`config.mk`:
```
export PLATFORM = sky130hd
export DESIGN_NAME = disp_out_packer
export DESIGN_NICKNAME = d
export VERILOG_FILES = /design/src/rtl/disp_pack_pkg.sv /design/src/rtl/disp_pack_fifo.sv /design/src/rtl/disp_out_packer.sv
export SDC_FILE = /design/constraint.sdc
export NUM_CORES = 1
export LEC_CHECK = 0
export ABC_AREA = 1
export BUFFER_PORTS_ARGS = -buffer_cell sky130_fd_sc_hd__buf_2
export CORE_ASPECT_RATIO = 1.4
export CORE_UTILIZATION = 50
export CTS_CLUSTER_DIAMETER = 30
export DETAILED_ROUTE_END_ITERATION = 10
export HOLD_SLACK_MARGIN = 0.02
export PLACE_DENSITY_LB_ADDON = 0.3
export SETUP_SLACK_MARGIN = 0.3
export SYNTH_ARGS = -nofsm -noshare
export SYNTH_HDL_FRONTEND = slang
export SYNTH_SLANG_ARGS = --single-unit
export TNS_END_PERCENT = 100
```
`constraint.sdc`:
```
create_clock -name clk -period 3.94 [get_ports clk]
set_clock_uncertainty 0.2 [all_clocks]
set_input_delay 0.788 -clock clk [delete_from_list [all_inputs] [get_ports clk]]
set_output_delay 0.788 -clock clk [all_outputs]
set_load 0.02 [all_outputs]
```
`src/rtl/disp_pack_pkg.sv`:
```
// Shared constants and FSM encoding for the disparity output packer.
// Default geometry matches the median-filter output path.
package disp_pack_pkg;

    localparam int DEF_WIDTH = 9;
    localparam int DEF_PACK  = 4;
    localparam int DEF_DEPTH = 16;

    typedef enum logic [1:0] {
        IDLE  = 2'd0,
        RUN   = 2'd1,
        DRAIN = 2'd2
    } pack_state_e;

endpackage

```
`src/rtl/disp_pack_fifo.sv`:
```
// First-word-fall-through FIFO holding packed words plus their last/eof tags.
// Head entry is presented combinationally and reads as zero while empty.
module disp_pack_fifo
    import disp_pack_pkg::*;
#(
    parameter int DW    = DEF_PACK * DEF_WIDTH + 2,
    parameter int DEPTH = DEF_DEPTH
) (
    input  logic          clk_i,
    input  logic          rst_ni,
    input  logic          push_i,
    input  logic [DW-1:0] pushData_i,
    input  logic          pop_i,
    output logic [DW-1:0] popData_o,
    output logic          full_o,
    output logic          empty_o
);

    localparam int AW = (DEPTH > 1) ? $clog2(DEPTH) : 1;

    logic [DW-1:0] mem [DEPTH];
    logic [AW:0]   wrPtr_q, wrPtr_d;
    logic [AW:0]   rdPtr_q, rdPtr_d;
    logic          doWrite, doRead;

    assign empty_o = (wrPtr_q == rdPtr_q);
    assign full_o  = (wrPtr_q[AW] != rdPtr_q[AW]) && (wrPtr_q[AW-1:0] == rdPtr_q[AW-1:0]);

    // A pop frees the head slot in the same edge, so a full FIFO can still take a push.
    assign doWrite = push_i && (!full_o || pop_i);
    assign doRead  = pop_i && !empty_o;

    assign popData_o = empty_o ? '0 : mem[rdPtr_q[AW-1:0]];

    always_comb begin
        wrPtr_d = wrPtr_q;
        rdPtr_d = rdPtr_q;
        if (doWrite) wrPtr_d = wrPtr_q + 1'b1;
        if (doRead)  rdPtr_d = rdPtr_q + 1'b1;
    end

    always_ff @(posedge clk_i or negedge rst_ni) begin
        if (!rst_ni) begin
            wrPtr_q <= '0;
            rdPtr_q <= '0;
        end else begin
            wrPtr_q <= wrPtr_d;
            rdPtr_q <= rdPtr_d;
        end
    end

    always_ff @(posedge clk_i) begin
        if (doWrite) mem[wrPtr_q[AW-1:0]] <= pushData_i;
    end

endmodule

```
`src/rtl/disp_out_packer.sv`:
```
// Packs PACK disparity pixels per output word with line/frame tagging,
// buffered through a FWFT FIFO toward a valid/ready consumer.
module disp_out_packer
    import disp_pack_pkg::*;
#(
    parameter int WIDTH = DEF_WIDTH,
    parameter int PACK  = DEF_PACK,
    parameter int DEPTH = DEF_DEPTH
) (
    input  logic                  clk,
    input  logic                  rst,
    input  logic                  clken,
    input  logic                  enable,
    input  logic [10:0]           width,
    input  logic [WIDTH-1:0]      disp,
    input  logic                  valid_final,
    input  logic                  flag,
    output logic [PACK*WIDTH-1:0] m_data,
    output logic                  m_valid,
    input  logic                  m_ready,
    output logic                  m_last,
    output logic                  m_eof,
    output logic                  overflow
);

    localparam int WORD_W = PACK * WIDTH;
    localparam int LANE_W = (PACK > 1) ? $clog2(PACK) : 1;

    pack_state_e       state_q, state_d;
    logic              enPrev_q;
    logic [10:0]       widthLat_q, widthLat_d;
    logic [10:0]       colCnt_q, colCnt_d;
    logic [LANE_W-1:0] laneCnt_q, laneCnt_d;
    logic [WORD_W-1:0] stage_q, stage_d;
    logic              overflow_q, overflow_d;

    logic              enRise, endLine, lastLane;
    logic [WORD_W-1:0] laneWord;
    logic              push, pop, fifoFull, fifoEmpty;
    logic [WORD_W+1:0] pushWord, popWord;

    assign enRise   = enable && !enPrev_q;
    assign endLine  = (colCnt_q == widthLat_q - 11'd1);
    assign lastLane = (laneCnt_q == LANE_W'(PACK - 1));
    assign pop      = !fifoEmpty && m_ready;

    always_comb begin
        state_d    = state_q;
        widthLat_d = widthLat_q;
        colCnt_d   = colCnt_q;
        laneCnt_d  = laneCnt_q;
        stage_d    = stage_q;
        overflow_d = overflow_q;
        push       = 1'b0;
        pushWord   = '0;
        laneWord   = stage_q;

        for (int i = 0; i < PACK; i++) begin
            if (laneCnt_q == LANE_W'(i)) laneWord[i*WIDTH +: WIDTH] = disp;
        end

        case (state_q)
            IDLE: begin
                if (enRise) begin
                    state_d    = RUN;
                    widthLat_d = (width == 11'd0) ? 11'd1 : width;
                    colCnt_d   = '0;
                    laneCnt_d  = '0;
                    stage_d    = '0;
                end
            end
            RUN: begin
                // Losing enable flushes any partial word untagged; a pixel on that cycle is dropped.
                if (!enable) begin
                    state_d   = DRAIN;
                    push      = (laneCnt_q != '0);
                    pushWord  = {2'b00, stage_q};
                    laneCnt_d = '0;
                    stage_d   = '0;
                end else if (clken && valid_final) begin
                    if (lastLane || endLine || flag) begin
                        push      = 1'b1;
                        pushWord  = {flag, endLine || flag, laneWord};
                        laneCnt_d = '0;
                        stage_d   = '0;
                        colCnt_d  = (endLine || flag) ? 11'd0 : colCnt_q + 11'd1;
                    end else begin
                        laneCnt_d = laneCnt_q + 1'b1;
                        stage_d   = laneWord;
                        colCnt_d  = colCnt_q + 11'd1;
                    end
                end
            end
            DRAIN:   state_d = IDLE;
            default: state_d = IDLE;
        endcase

        if (enRise)
            overflow_d = 1'b0;
        else if (push && fifoFull && !pop)
            overflow_d = 1'b1;
    end

    // enPrev resets high so an enable already held through reset is not seen as a new edge.
    always_ff @(posedge clk or negedge rst) begin
        if (!rst) begin
            state_q    <= IDLE;
            enPrev_q   <= 1'b1;
            widthLat_q <= 11'd1;
            colCnt_q   <= '0;
            laneCnt_q  <= '0;
            stage_q    <= '0;
            overflow_q <= 1'b0;
        end else begin
            state_q    <= state_d;
            enPrev_q   <= enable;
            widthLat_q <= widthLat_d;
            colCnt_q   <= colCnt_d;
            laneCnt_q  <= laneCnt_d;
            stage_q    <= stage_d;
            overflow_q <= overflow_d;
        end
    end

    disp_pack_fifo #(
        .DW    (WORD_W + 2),
        .DEPTH (DEPTH)
    ) uFifo (
        .clk_i      (clk),
        .rst_ni     (rst),
        .push_i     (push),
        .pushData_i (pushWord),
        .pop_i      (pop),
        .popData_o  (popWord),
        .full_o     (fifoFull),
        .empty_o    (fifoEmpty)
    );

    assign m_valid  = !fifoEmpty;
    assign m_eof    = popWord[WORD_W+1];
    assign m_last   = popWord[WORD_W];
    assign m_data   = popWord[WORD_W-1:0];
    assign overflow = overflow_q;

endmodule

```
==> results of run 1 <==
==> cell usage in the layout (no fill, tap or decap), types with 16 or more instances in the layout <==
master / instances
o22ai_1: 62
edfxtp_1: 608
o32ai_1: 76
buf_12: 29
o221ai_1: 53
nand2_1: 219
nand3_1: 46
dfrtp_1: 69
a31oi_1: 23
o21ai_0: 199
nor2_1: 381
o211ai_1: 17
buf_4: 99
buf_2: 49
bufinv_16: 16
o32ai_2: 17
mux2i_1: 59
clkbuf_16: 108
inv_1: 86
nor2_4: 21
==> path summary, 6_finish.rpt <==
check | from | end | slack [ns] | cells past startpoint
worst min register to register | stage_q[29] | stage_q[29] | 0.30 | 2
max in group asynchronous | rst | uFifo.rdPtr_q[0] | 2.63 | 1
worst min-delay path | enable | enPrev_q | 0.05 | 1
min in group asynchronous | rst | widthLat_q[4] | 0.07 | 1
worst max register to register | uFifo.rdPtr_q[2] | uFifo.mem[11][37] | 0.48 | 14
worst max-delay path | uFifo.rdPtr_q[1] | m_data[34] | 0.30 | 6
==> critical path: cells and delay by family, from the launching register on <==
kind / cells / cell delay, ns
buffers and inverters: 3 / 0.69
flip-flops: 1 / 0.50
AND/OR/NAND/NOR: 1 / 0.15
AO/OA/AOI/OAI: 2 / 0.63
==> state kept, by name (all words and copies together) (netlist names) <==
signal         flops
stage_q           36
uFifo.mem        608
widthLat_q        11
overflow           1
uFifo.rdPtr_q      5
enPrev_q           1
uFifo.wrPtr_q      5
state_q            2
laneCnt_q          2
colCnt_q          11
==> metrics by stage <==
stage / setup slack [ns] / util [%] / std cells
final: 0.303 / 62.9 / 3178
after global routing: 0.248 / 62.9 / 3177
after CTS: 0.296 / 62.0 / 3162
after detailed placement: 0.561 / 53.9 / 2935
after global placement: 0.595 / 53.9 / 2935
after floorplan: -0.190 / - / 2185
==> area by class of cell <==
cell class                      instances  area, µm²  area share, %
Clock inverter                         72        898           2.58
Tap cell                              728        911           2.62
Antenna cell                            1       2.50        0.00719
Inverter                               96        395           1.14
Clock buffer                          117       2700           7.76
Sequential cell                       682      20100           57.8
Multi-Input combinational cell       1265       7400           21.3
Timing Repair inverter                  1       8.76         0.0252
Timing Repair Buffer                  216       2380           6.84
==> synth_stat cells (all sizes together) <==
cell type	instances	area share, %
xor2	15	0.47
o22ai	72	1.8
nor2	406	5.8
clkbuf	106	1.4
nor4	3	0.067
nand3	49	0.93
mux2i	59	2.1
o32ai	93	2.9
inv	92	1.2
o221ai	59	1.8
a21oi	2	0.036
dfstp	2	0.19
xnor2	7	0.22
a31oi	40	0.94
nand4	2	0.045
ha	11	0.49
clkinv	4	0.053
buf	36	0.70
edfxtp	608	65
dfrtp	72	6.4
o21ai	202	3.6
o211ai	17	0.45
nor3	1	0.018
nand2	227	3.2
==> per-layer routing <==
layer,global-route usage (%),part of all wire [%],vias up
met3,4.17,8.2,201
met1,33.7,37,9641
met2,46.0,51,1011
met5,0,0,-
li1,-,-,8487
met4,12.4,3.8,0
==> report_power, final <==
part | internal (mW) | switching (mW)
Combinational | 3.41 | 5.36
Clock | 6.01 | 3.34
Sequential | 7.90 | 0.120
Total | 17.3 | 8.82
==> logic make-up after synthesis <==
family                     after synthesis  synth area share (%)
buffers and inverters                  238                  3.40
muxes                                   59                  2.10
xor gates and xnor gates                22                 0.686
AOI/OAI and AO/OA                      485                  11.6
DFF                                    682                  71.6
adders and majority gates               11                 0.490
and+or+nand+nor                        688                  10.1
==> what timing repair did <==
action / CTS / global route
gates resized for setup: 50 / 57
setup endpoints to repair: 38 / 38
pin swaps: 4 / 26
hold endpoints to repair: 0 / 0
buffers inserted: 28 / 12
cloned: 10 / 3
==> impl_metrics.ini, run 1 <==
[outcome]
status = finished clean

[floorplanning]
num_rows = 102
design.core.area_mm2 = 0.0554
die_x_um = 202
dieArea_mm2 = 0.0571
start_util_pct = 50.7
die_y_um = 282
io_pins = 67

[sta]
max_slew_margin_pct = 26.9
worst_pin_slew_ns = 1.09
rsz0062_at_grt = true
finalHoldViolCount = 0
clock.fmax_mhz = 275
worst_hold_slack_ns = 0.0536
tns_ns = 0
min_period_ns = 3.64
setup_viol = 0
fin_crit_sh_pct = 92.3
slew_violations = 0

[placed_design]
routabilityCongestion = 0.817
portBuffers = 66
dpl-instance-area_mm2 = 0.0299
place_hpwl_mm = 38.7

[clock_tree]
cts_tree = done
cts_buffer_depth = 3
holdBufCountCts = 0
clock_latency_ns = 0.66
htreeDepth = 3
cts.clk_slew.worst_paths_ns = 0.05
numCtsBuffers = 102
cts.sinks = 682
root_buffer = clkbuf_16

[synthesis]
yosys_warnings = 0
syn_nets = 2223
seq_area_frac_synth_pct = 71.6
ys_types = 38
postSynthAreaPerCell_um2 = 12.9
synth-seq-cells = 682
syn_area_mm2 = 0.0281
syn_inst = 2185

[global_routing]
grt_pass1_vias = 19100
track_usage_pct = 26.9
grt_pass1_wl_mm = 114
grt_max_degree = 87
antenna_found_initial = 1
overflow = 0

[detailed_routing]
drc = 0
wl_per_cell_um = 24.4
num_vias = 19300
firstDrtPassIters = 5
post_drt_via_cell_ratio = 6.09
routed_wl_mm = 77.6
drtIter0Drc = 2031
final_antenna_net_count = 0

[hold_path]
hold_class = in -> reg

[setup_path]
start_kind = flop
endpoint_kind = output pin
cp.arrival_ns = 2.65
crit_path_cell_trace = buf_12 > bufbuf_16 > o32ai_2 > nand2_1 > a31oi_4 > buf_6
cpMaxStageDelayCell = dfrtp_4
crit_required_ns = 2.95
crit_fanout = 46
crit_type = reg -> out
slowest_delay_ns = 0.50

[power]
p_per_area_mw_per_mm2 = 750
finalPower_mw = 26.1
ir_drop_uv = 551
p_leak_nw = 12.5

[flow_run]
drv_cap = 0

[finish]
area_growth_pct = 24.0
fill_cells = 3956
finalNetCount = 2402
design_area_mm2 = 0.0348
final_layout_size_suffix_gt1_share_pct = 19.8
Note: power is estimated with default switching activity, not from simulation.
==> inputs of run 2 (changes only) <==
Settings changed: MAX_ROUTING_LAYER set to met4, SYNTH_HIERARCHICAL set to 1.
==> run 2 against run 1 <==
Effect of this change:
- clock power shrank 3.4%
- global-route usage shrank 0.18 points
- setup slack gained 0.039 ns
- final cell count grew 27%
- first-iteration DRC count shrank 9.3%
- area after synthesis grew 8.2%
- core utilization shrank 2.6 points
- sequential share of layout area shrank 1.9 points
- critical path depth grew 3
- sequential power grew 1%
- largest cell class unchanged
==> impl_metrics.ini, run 2 <==
[floorplanning]
dieArea_mm2 = 0.0617
die_y_um = 294
io_pins = 67
design.core.area_mm2 = 0.0598
start_util_pct = 50.8
num_rows = 106
die_x_um = 210

[clock_tree]
cts_buffer_depth = 3
clock_latency_ns = 0.66
cts_tree = done
root_buffer = clkbuf_16
htreeDepth = 3
cts.sinks = 682
cts.clk_slew.worst_paths_ns = 0.05
numCtsBuffers = 98

[synthesis]
postSynthAreaPerCell_um2 = 10.1
synthFlopType = edfxtp_1
synth_most_common_cell = nand2_1
synth_common_cells = nand2_1, edfxtp_1, inv_1, nand3_1, nor2_1
seq_area_frac_synth_pct = 66.2
synth_compound_gate_area_share_pct = 4.80
syn_nets = 3050
syn_inst = 3012
synth_fa_ha_area_share_pct = 0.453
synth_top_family_by_area = simple AND/OR/NAND/NOR gates
synthSimpleGateAreaFrac_pct = 21.4
muxShareOfSynthArea_pct = 0
synth_xor_area_share_pct = 0.375
syn_area_mm2 = 0.0304
ys_types = 37
synth_edf_count = 608
synthArstFlopShare_pct = 10.9
yosys_warnings = 6
synth-seq-cells = 682
synth_top_area_share_pct = 60.1
synth_area_leader_cell = edfxtp_1
synthTopCellsByArea = edfxtp_1, nand2_1, dfrtp_1

[finish]
seq_area_mm2 = 0.0201
mostFrequentLayoutCell = nand2_1
multi_input_area_mm2 = 0.00834
fill_cells = 4691
finalNetCount = 3166
largest_reg_flops = 608
area_growth_pct = 18.6
post-route-util_pct = 60.2
layout_common_cells = nand2_1, edfxtp_1, inv_1, nand3_1, nor2_1
final_layout_size_suffix_gt1_share_pct = 13.8
antennaDiodeCount = 0
finalNonFillerCells = 4021

[global_routing]
grt_max_degree = 78
overflow = 0
antenna_found_initial = 1
track_usage_pct = 26.7
grt_pass1_wl_mm = 122
grt_pass1_vias = 22000

[power]
p_per_area_mw_per_mm2 = 730
clkPwrFrac_pct = 34.3
internal-power_mw = 16.4
swShare_pct = 37.6
p_leak_nw = 15.2
power.switching_mw = 9.89
finalPower_mw = 26.3
ir_drop_uv = 561
power_frac_comb_pct = 34.8
p_seq_share_pct = 30.9

[detailed_routing]
routed_wl_mm = 80.2
drc = 0
wl_per_cell_um = 20.0
drtIter0Drc = 1842
post_drt_via_cell_ratio = 5.41
firstDrtPassIters = 5
num_vias = 21700
final_antenna_net_count = 0

[setup_path]
crit_fanout = 33
crit_type = reg -> out
endpoint_kind = output pin
rr_endpoint = uFifo/mem[7][30]
cp.arrival_ns = 2.61
start_kind = flop
r2r_cells = 19
crit_required_ns = 2.95
rrSetupSlack_ns = 0.61
worstReg2RegStart = widthLat_q[0]

[flow_run]
drv_cap = 0

[sta]
min_period_ns = 3.60
slew_violations = 0
rsz0062_at_grt = true
tns_ns = 0
setup_viol = 0
finalHoldViolCount = 0
timing.final.ws_setup_ns = 0.342
clock.fmax_mhz = 278
worst_pin_slew_ns = 0.874
max_slew_margin_pct = 41.7
fin_crit_sh_pct = 91.3

[placed_design]
portBuffers = 66
pre_cts_ws_ns = 0.468
placedCellCount = 3819
place_hpwl_mm = 42.5
routabilityCongestion = 0.833

[hold_path]
hold_class = in -> async

[outcome]
status = finished clean
-- run 2: logic make-up (layout without fill, tap and decap cells) --
family | after synthesis | after routing
AND/OR/NAND/NOR | 1599 | 1599
flip-flops | 682 | 682
buffers and inverters | 502 | 701
AO/OA/AOI/OAI | 205 | 205
XOR/XNOR | 13 | 13
adder cells (fa/ha/maj) | 11 | 11
-- run 2: stage by stage --
| stage | hold WS, ns | area, µm² |
|---|---|---|
| after floorplan | 0.282 | 30400 |
| after global placement | 0.307 | 31900 |
| after detailed placement | 0.301 | 31900 |
| after CTS | 0.0424 | 35800 |
| after global routing | 0.0556 | 36000 |
| final | 0.0310 | 36000 |
-- run 2: repair_timing --
action	4_1_cts	5_1_grt
gates resized for setup	32	13
endpoints found under the setup margin	38	169
pin swaps	0	0
hold buffers	0	0
cloned	8	6
setup buffers	5	0
-- run 2: layout make-up --
| cell class | count | area share (%) |
|---|---|---|
| clock inverters | 78 | 2.54 |
| repair buffers | 169 | 4.92 |
| multi-input cells | 1828 | 23.2 |
| well taps | 810 | 2.81 |
| flip-flops and latches | 682 | 55.8 |
| clock buffers | 105 | 7.00 |
| inverters | 349 | 3.73 |
-- run 2: how the worst max path moves through the flow --
| stage | from | endpoint | slack (ns) |
|---|---|---|---|
| CTS | uFifo/rdPtr_q[0] | m_data[25] | 0.31 |
| floorplan | widthLat_q[0] | uFifo/mem[10][0] | -0.28 |
| global placement | widthLat_q[0] | uFifo/mem[12][1] | 0.36 |
| detailed placement | widthLat_q[0] | uFifo/mem[2][6] | 0.47 |
| global route | uFifo/rdPtr_q[0] | m_data[18] | 0.26 |
| finish | uFifo/rdPtr_q[1] | m_data[30] | 0.34 |
-- run 2: routing by layer --
metal / GRT usage (%) / share of wire (%) / vias up
li1: - / - / 10100
met1: 32.2 / 38 / 10500
met2: 44.8 / 50 / 994
met3: 4.40 / 8.3 / 154
met4: 10.7 / 3.3 / 0
met5: - / 0 / -
-- run 2: power groups by stage --
stage	clock (mW)	sequential, mW	combinational [mW]
floorplan	0	8.14	5.61
global placement	0	8.30	7.74
detailed placement	0	8.30	7.82
CTS	9.10	8.12	8.66
global route	9.41	8.14	9.96
finish	9.02	8.13	9.15
-- run 2: critical path, stage by stage, from the launching register on --
cell and delay [ns]:
dfrtp_4 0.57, inv_6 0.14, buf_16 0.22, buf_12 0.23
nor2_1 0.07, o21ai_1 0.09, nand3_1 0.08, a21oi_1 0.29
nor2_4 0.10, buf_2 0.17
==> inputs of run 3 (changes only) <==
Settings changed: REMOVE_ABC_BUFFERS set to 1, SLEW_MARGIN set to 25, SYNTH_HIERARCHICAL 1 to unset.
==> run 3 against run 2 <==
Effect of this change:
- the run now ends with negative hold slack left
- via count shrank 11%
- sequential share of layout area grew 1.8 points
- die area shrank 7.5%
- combinational power shrank 2.2%
- total power shrank 0.20%
- sequential cell count is the same
- fmax shrank 2.7%
- wire length shrank 5.0%
- clock power grew 2.3%
- hold slack lost 0.058 ns
- critical path depth shrank 2
- setup slack lost 0.10 ns
- highest routed layer unchanged
==> impl_metrics.ini, run 3 (synthesis results as in run 1) <==
[outcome]
status = complete, but fails checks
violations = negative hold slack

[sta]
rsz0062_at_grt = true
max_slew_margin_pct = 32.6
fin_crit_sh_pct = 93.9
worst_pin_slew_ns = 1.01
slew_violations = 0
setup_viol = 0
min_period_ns = 3.70
clock.fmax_mhz = 270
tns_ns = 0
finalHoldViolCount = 16
worst_hold_slack_ns = -0.0273

[finish]
area_growth_pct = 24.3
largest_reg_flops = 608
design_area_mm2 = 0.0349
finalNetCount = 2385
fill_cells = 3982
final_layout_size_suffix_gt1_share_pct = 19.9
layout_common_cells = edfxtp_1, nor2_1, nand2_1, o21ai_0, clkbuf_16
mostFrequentLayoutCell = edfxtp_1

[setup_path]
crit_fanout = 26
slowest_delay_ns = 0.58
start_kind = flop
crit_path_cell_trace = buf_12 > bufbuf_16 > mux2i_1 > o221ai_1 > o211ai_1 > a31oi_2 > buf_2
cp.arrival_ns = 2.71
crit_type = reg -> out
crit_buf_inv = 3
cpMaxStageDelayCell = dfrtp_4
endpoint_kind = output pin
crit_family = buffers and inverters
crit_required_ns = 2.95

[detailed_routing]
num_vias = 19300
final_antenna_net_count = 0
wl_per_cell_um = 24.1
firstDrtPassIters = 5
drtIter0Drc = 1768
drc = 0
routed_wl_mm = 76.2
post_drt_via_cell_ratio = 6.09

[hold_path]
hold_class = in -> async

[clock_tree]
cts_buffer_depth = 3
cts.sinks = 682
numCtsBuffers = 100
htreeDepth = 3
root_buffer = clkbuf_16
cts.clk_slew.worst_paths_ns = 0.06
cts_tree = done
clock_latency_ns = 0.65

[power]
swShare_pct = 33.9
internal-power_mw = 17.3
p_leak_nw = 12.4
power_frac_comb_pct = 34.1
power.switching_mw = 8.91
clkPwrFrac_pct = 35.2
p_seq_share_pct = 30.7
p_per_area_mw_per_mm2 = 752
ir_drop_uv = 577

[global_routing]
antenna_found_initial = 3
grt_pass1_vias = 19200
overflow = 0
grt_max_degree = 75
grt_pass1_wl_mm = 111
track_usage_pct = 26.7

[floorplanning]
io_pins = 67
start_util_pct = 50.7
num_rows = 102
dieArea_mm2 = 0.0571
die_x_um = 202
design.core.area_mm2 = 0.0554
die_y_um = 282

[placed_design]
place_hpwl_mm = 36.8
dpl-instance-area_mm2 = 0.0298
routabilityCongestion = 0.808
portBuffers = 66

[flow_run]
drv_cap = 0
## run 3: changes by cell type in the layout (fill, tap and decap cells not counted), sizes merged, moves of 38 or more
| cell | previous run | this run |
|---|---|---|
| o221ai | 0 | 59 |
| nor2 | 164 | 406 |
| nand2 | 1132 | 227 |
| inv | 376 | 115 |
| o21ai | 83 | 202 |
| o32ai | 0 | 93 |
| a31oi | 1 | 40 |
| mux2i | 0 | 59 |
| a21oi | 40 | 2 |
| nand3 | 293 | 49 |
## run 3: final timing paths
path	startpoint	end	slack, ns	depth (start not counted)
max	uFifo.rdPtr_q[0]	m_last	0.24	7
min	rst	uFifo.wrPtr_q[0]	-0.03	1
max reg2reg	widthLat_q[0]	uFifo.mem[9][7]	0.48	17
min reg2reg	stage_q[28]	stage_q[28]	0.30	2
max in group asynchronous	rst	uFifo.rdPtr_q[1]	2.98	1
min in group clk	enable	enPrev_q	0.07	1
## run 3: stage by stage
stage	util, %	hold WS (ns)	std cells	worst slack (ns)	power, mW
CTS	61.9	0.0425	3143	0.255	25.4
floorplan	-	0.262	2043	-10.12	12.3
global placement	53.7	0.285	2917	0.492	14.7
finish	63.0	-0.0273	3162	0.241	26.2
detailed placement	53.7	0.285	2917	0.426	14.9
global route	63.0	0.0324	3162	0.163	27.2
## run 3: worst reg2reg max path, delay by kind of cell (launching register included)
family,cells,cell delay [ns]
buf+inv,3,0.44
simple gates,13,1.57
flops,1,0.56
fa+ha+maj,1,0.29
## run 3: layout make-up
type                    instances  area (µm²)  share of cell area, %
flip-flops and latches        682       20100                   57.6
multi-input cells            1265        7490                   21.5
clock buffers                 109        2560                   7.33
repair buffers                201        2440                   6.98
clock inverters                77         992                   2.84
well taps                     728         911                   2.61
inverters                      96         378                   1.08
repair inverters                1        11.3                 0.0323
diodes                          3        7.51                 0.0215
## run 3: power groups by stage
stage,Sequential (mW),Combinational (mW),Clock (mW)
2_1_floorplan,8.63,3.67,0
6_report,8.06,8.95,9.23
5_1_grt,8.06,9.50,9.61
3_5_place_dp,8.22,6.64,0
3_3_place_gp,8.22,6.49,0
4_1_cts,8.05,8.09,9.30
## run 3: layer usage
layer	global-route usage, %	vias to the layer above	wire (µm)
met5	-	-	0
met2	46.0	959	39300
met1	30.9	9659	28300
met4	11.8	0	3030
met3	4.15	179	5560
li1	-	8470	-
## run 3: timing repair
item                                    4_1_cts  5_1_grt
buffers inserted                             24        6
hold buffers                                  0        0
gates resized for setup                      49       74
endpoints found under the setup margin       38      500
cloned                                       16        9
pin swaps                                    11       39
